**src/rtl/regfile_pkg.sv**
```systemverilog
// Shared constants and helpers for the multi-port ARM register file.
package regfile_pkg;

    localparam int DEF_ADDR_WIDTH = 4;
    localparam int DEF_DATA_WIDTH = 32;
    localparam int CNT_WIDTH      = 8;

    // Index of the architectural register that aliases the program counter.
    function automatic int pc_idx(input int addr_width);
        return (1 << addr_width) - 1;
    endfunction

endpackage

```
**src/rtl/regfile_word.sv**
```systemverilog
// One storage word of the register file: async active-low clear, write enable.
module regfile_word #(
    parameter int DATA_WIDTH = 32
) (
    input  logic                  clk_i,
    input  logic                  rst_ni,
    input  logic                  we_i,
    input  logic [DATA_WIDTH-1:0] d_i,
    output logic [DATA_WIDTH-1:0] q_o
);

    logic [DATA_WIDTH-1:0] word_q;

    // Hold the word; load on write enable, clear on reset.
    always_ff @(posedge clk_i or negedge rst_ni) begin
        if (!rst_ni) begin
            word_q <= '0;
        end else if (we_i) begin
            word_q <= d_i;
        end
    end

    assign q_o = word_q;

endmodule

```
**src/rtl/register_file_mp.sv**
```systemverilog
// Multi-port ARM register file: NUM_RD combinational read ports, two write
// ports (port 0 = ALU result, port 1 = base writeback, port 0 wins on a clash).
// The top index reads PROGCOUNT and ignores writes.
// Optional build macro: REGFILE_BYPASS_EN forwards same-cycle write data to
// matching read ports.
module register_file_mp
    import regfile_pkg::*;
#(
    parameter int ADDR_WIDTH = DEF_ADDR_WIDTH,
    parameter int DATA_WIDTH = DEF_DATA_WIDTH,
    parameter int NUM_RD     = 3
) (
    input  logic                         CLK,
    input  logic                         RST_N,
    input  logic [NUM_RD*ADDR_WIDTH-1:0] RA,
    output logic [NUM_RD*DATA_WIDTH-1:0] PA,
    input  logic [ADDR_WIDTH-1:0]        RW0,
    input  logic [DATA_WIDTH-1:0]        PW0,
    input  logic                         LE0,
    input  logic [ADDR_WIDTH-1:0]        RW1,
    input  logic [DATA_WIDTH-1:0]        PW1,
    input  logic                         LE1,
    input  logic [DATA_WIDTH-1:0]        PROGCOUNT,
    output logic                         WR_CONFLICT,
    output logic [CNT_WIDTH-1:0]         CONFLICT_CNT
);

    localparam int NUM_REGS = 2 ** ADDR_WIDTH;
    localparam int PC_IDX   = pc_idx(ADDR_WIDTH);
    localparam logic [ADDR_WIDTH-1:0] PC_ADDR = ADDR_WIDTH'(PC_IDX);

    // Writes aimed at the PC index are dropped before they reach storage.
    logic wr0_ok;
    logic wr1_ok;
    logic conflict_d;

    assign wr0_ok     = LE0 && (RW0 != PC_ADDR);
    assign wr1_ok     = LE1 && (RW1 != PC_ADDR);
    assign conflict_d = wr0_ok && wr1_ok && (RW0 == RW1);

    // Read view: stored words below the PC index, PROGCOUNT at the PC index.
    logic [DATA_WIDTH-1:0] rd_view [NUM_REGS];

    for (genvar r = 0; r < NUM_REGS - 1; r++) begin : g_reg
        localparam logic [ADDR_WIDTH-1:0] R_ADDR = ADDR_WIDTH'(r);
        logic sel0;
        logic sel1;

        assign sel0 = wr0_ok && (RW0 == R_ADDR);
        assign sel1 = wr1_ok && (RW1 == R_ADDR);

        regfile_word #(
            .DATA_WIDTH (DATA_WIDTH)
        ) u_word (
            .clk_i  (CLK),
            .rst_ni (RST_N),
            .we_i   (sel0 | sel1),
            .d_i    (sel0 ? PW0 : PW1),
            .q_o    (rd_view[r])
        );
    end

    assign rd_view[NUM_REGS-1] = PROGCOUNT;

    // Independent read muxes, one per port.
    logic [NUM_RD*DATA_WIDTH-1:0] pa_d;

    always_comb begin
        pa_d = '0;
        for (int i = 0; i < NUM_RD; i++) begin
            logic [ADDR_WIDTH-1:0] ra;
            ra = RA[i*ADDR_WIDTH +: ADDR_WIDTH];
`ifdef REGFILE_BYPASS_EN
            if (wr0_ok && (RW0 == ra)) begin
                pa_d[i*DATA_WIDTH +: DATA_WIDTH] = PW0;
            end else if (wr1_ok && (RW1 == ra)) begin
                pa_d[i*DATA_WIDTH +: DATA_WIDTH] = PW1;
            end else begin
                pa_d[i*DATA_WIDTH +: DATA_WIDTH] = rd_view[ra];
            end
`else
            pa_d[i*DATA_WIDTH +: DATA_WIDTH] = rd_view[ra];
`endif
        end
    end

    assign PA = pa_d;

    // Conflict pulse and saturating conflict counter.
    logic                 wr_conflict_q;
    logic [CNT_WIDTH-1:0] conflict_cnt_q;
    logic [CNT_WIDTH-1:0] conflict_cnt_d;

    assign conflict_cnt_d = (conflict_d && (conflict_cnt_q != {CNT_WIDTH{1'b1}}))
                            ? conflict_cnt_q + 1'b1 : conflict_cnt_q;

    // Register the conflict flag (one-cycle pulse) and the count.
    always_ff @(posedge CLK or negedge RST_N) begin
        if (!RST_N) begin
            wr_conflict_q  <= 1'b0;
            conflict_cnt_q <= '0;
        end else begin
            wr_conflict_q  <= conflict_d;
            conflict_cnt_q <= conflict_cnt_d;
        end
    end

    assign WR_CONFLICT  = wr_conflict_q;
    assign CONFLICT_CNT = conflict_cnt_q;

endmodule

```
**config.mk**
```make
export PLATFORM = sky130hd
export DESIGN_NAME = register_file_mp
export DESIGN_NICKNAME = d
export VERILOG_FILES = /design/src/rtl/regfile_pkg.sv /design/src/rtl/regfile_word.sv /design/src/rtl/register_file_mp.sv
export SDC_FILE = /design/constraint.sdc
export NUM_CORES = 1
export LEC_CHECK = 0
export CELL_PAD_IN_SITES_DETAIL_PLACEMENT = 1
export CELL_PAD_IN_SITES_GLOBAL_PLACEMENT = 1
export CORE_ASPECT_RATIO = 1.25
export CORE_MARGIN = 1
export CORE_UTILIZATION = 42
export CTS_CLUSTER_SIZE = 10
export DETAILED_ROUTE_END_ITERATION = 12
export GPL_TIMING_DRIVEN = 0
export PLACE_DENSITY = 0.67
export SLEW_MARGIN = 30
export SYNTH_ARGS = -nofsm -noshare
export SYNTH_HDL_FRONTEND = slang
export SYNTH_SLANG_ARGS = --single-unit
```
**constraint.sdc**
```tcl
create_clock -name CLK -period 3.01 [get_ports CLK]
set_input_delay 0.4515 -clock CLK [delete_from_list [all_inputs] [get_ports CLK]]
set_output_delay 0.4515 -clock CLK [all_outputs]
set_load 0.01 [all_outputs]
```
==> flow_metrics.env <==
export IMPL_status="finished, final reports clean"
export IMPL_syn_inst=2812
export IMPL_dr_pass1_iters=5
export IMPL_rr_startpoint="CONFLICT_CNT[0]"
export IMPL_slew_headroom_pct=23.1
export IMPL_stdcell_count=4183
export IMPL_n_fill_cell=8405
export IMPL_crit_required_ns=2.56
export IMPL_ys_ff_latch=489
export IMPL_setup_viol=0
export IMPL_synthToLayoutAreaGrowth_pct=15.9
export IMPL_dp_hpwl_um=112000
export IMPL_ys_warn_count=0
export IMPL_routed_wl_um=167000
export IMPL_avgSynthCellArea_um2=12.2
export IMPL_dp_slack_ns=-0.874
export IMPL_grt_max_degree=80
export IMPL_fin_ws_ns=0.0196
export IMPL_ios=225
export IMPL_core_area_mm2=0.0804
export IMPL_cts_root_buf="clkbuf_16"
export IMPL_critPathCaptureType="primary output"
export IMPL_grt_usage_pct=40.5
export IMPL_final_layout_size_suffix_gt1_share_pct=24.0
export IMPL_maxCapViolCount=0
export IMPL_multi_input_area_mm2=0.0205
export IMPL_worst_path_max_delay_cell="mux4_4"
export IMPL_register_area_mm2=0.0122
export IMPL_syn_area_mm2=0.0343
export IMPL_synthTopCellsByCount="dfrtp_1 (489), mux2i_1 (480), mux4_2 (455)"
export IMPL_htree_levels=2
export IMPL_die_area_mm2=0.0828
export IMPL_start_util_pct=42.7
export IMPL_crit_start="g_reg[4].u_word.q_o[3]"
export IMPL_cts_tree="yes"
export IMPL_clkLatencyLatePin_ns=0.66
export IMPL_start_kind="flip-flop"
export IMPL_fin_util_pct=49.5
export IMPL_worstPathCellList="mux4_4, mux4_2, clkdlybuf4s15_1"
export IMPL_vias=29700
export IMPL_numCtsBuffers=58
export IMPL_tightestPinTransition_ns=1.15
export IMPL_p_leak_uw=0.0160
export IMPL_cts_sinks=489
export IMPL_cts_setup_buffers=0
export IMPL_std_cell_rows=116
export IMPL_seq_area_frac_synth_pct=35.7
export IMPL_post_route_period_util_pct=99.3
export IMPL_grt_pass1_wl_um=235000
export IMPL_synth_ff_type="dfrtp_1"
export IMPL_grt_ovfl_total=0
export IMPL_crit_fanout=4
export IMPL_yosysMostFrequentCell="dfrtp_1"
export IMPL_placedCellCount=4094
export IMPL_antenna_found_initial=9
export IMPL_post_route_min_period_ns=2.99
export IMPL_fp_dieW_um=258
export IMPL_critical_path_class="reg2out"
export IMPL_drt_initial_drc_count=3437
export IMPL_io_buffers=213
export IMPL_hold_path_class="in2async"
export IMPL_fin_nets=3215
export IMPL_async_flop_share_pct=100
export IMPL_pwr_density_cell_mw_per_mm2=637
export IMPL_remaining_drc_errors=0
export IMPL_yosysTopAreaCell="dfrtp_1"
export IMPL_cp_arrival_ns=2.54
export IMPL_synth_area_leaders="dfrtp_1 (36%), mux4_2 (30%), mux2i_1 (14%), a21oi_1 (4.2%), nor2_1 (3.2%)"
export IMPL_detail_route_antenna_nets=0
export IMPL_via_per_inst=7.11
export IMPL_fin_skew_ns=0.000584
export IMPL_critPathMaxStageDelay_ns=0.61
export IMPL_hold_violations=0
export IMPL_fmax_ghz=0.334
export IMPL_antenna_cells=0
export IMPL_ys_types=42
export IMPL_yosysTopAreaCellShare_pct=35.7
export IMPL_wl_per_cell_um=39.8
export IMPL_place_congestion=0.962
export IMPL_slew_viol_final=0
export IMPL_whs_ns=0.302
export IMPL_rsz0062_at_grt="no"
export IMPL_clk_pin_slew_ns=0.06
export IMPL_die_y_um=322
export IMPL_synth_edf_count=0
export IMPL_clock_path_buffers=3
export IMPL_grt_pass1_vias=31800
export IMPL_ir_worst_vdd_mv=0.494
export IMPL_synth_net_count=2933
==> state kept, by name (all words and copies together), names as in the netlist <==
name	cells
g.u_word.q_o	480
CONFLICT_CNT	8
WR_CONFLICT	1
==> report_power, final <==
group	leakage, uW	internal [uW]	total, uW	switching (uW)
combinational	0.00938	4660	8400	3740
clock	0.000829	3760	6880	3120
sequential	0.00579	8250	10000	1790
==> metal layers <==
layer / track usage, % / vias to the layer above / routed length (um)
li1: - / 11300 / -
met1: 48.7 / 15600 / 58100
met2: 61.9 / 2165 / 75700
met3: 12.3 / 683 / 18700
met4: 28.7 / 6 / 13900
met5: 0 / - / 38
==> stage by stage <==
stage,power (uW),setup TNS (ns),cell area [um2]
6_report,25300,0,39800
5_1_grt,26100,0,39800
4_1_cts,25100,-0.0335,39800
3_5_place_dp,18600,-82.97,38000
3_3_place_gp,18100,-,37800
2_1_floorplan,15000,0,34300
==> final timing paths <==
| path | to | slack [ns] | depth (start not counted) |
|---|---|---|---|
| worst max register to register | CONFLICT_CNT[1] | 1.31 | 5 |
| worst max-delay path | PA[35] | 0.02 | 3 |
| worst min register to register | CONFLICT_CNT[7] | 0.52 | 1 |
| min in group CLK | g_reg[4].u_word.q_o[2] | 0.37 | 4 |
| worst min-delay path | CONFLICT_CNT[1] | 0.30 | 2 |
| max in group asynchronous | g_reg[12].u_word.q_o[17] | 1.00 | 5 |
==> what timing repair did <==
action / in CTS / in global routing
hold endpoints to repair: 46 / 0
setup endpoints to repair: 96 / 4
gates resized for setup: 174 / 4
pin swaps: 0 / 0
hold buffers: 1 / 0
==> layout make-up <==
class	count	share of cell area, %
multi-input cells	2003	51.5
flip-flops and latches	489	30.8
repair buffers	222	5.59
plain buffers	320	4.56
clock buffers	84	4.20
well taps	1062	3.34
clock inverters	3	0.0472
==> kinds of logic after synthesis <==
kind of cell    Yosys count  synth area share [%]
compound gates          481                  7.04
xor+xnor                 10                 0.255
fa+ha+maj                 1                0.0365
buf+inv                 320                  4.69
flops                   489                  35.7
mux                     962                  45.8
simple gates            549                  6.49
==> layout by cell type, fill, tap and decap left out, types with 5 or more instances in the layout <==
cell             instances
mux4_1                  18
mux4_2                 455
clkbuf_16               59
buf_6                   19
buf_4                   73
buf_16                   6
clkbuf_2                27
nor2_1                 297
dfrtp_1                489
nand3b_1                 5
buf_1                    5
nand2_1                198
buf_2                   56
clkbuf_1               136
clkbuf_8                13
clkdlybuf4s50_1        116
xor2_1                   6
o21ai_0                190
clkbuf_4                17
mux4_4                   7
nand3_1                 10
dlygate4sd2_1           91
a21oi_1                288
mux2i_1                480
nand4_1                  5
==> critical path: cells and delay by family, from the launching register on <==
kind                   cells  cell delay, ns
multiplexers               2            1.18
flip-flops                 1            0.41
buffers and inverters      1            0.28
Power figures use the tool's default switching activity.
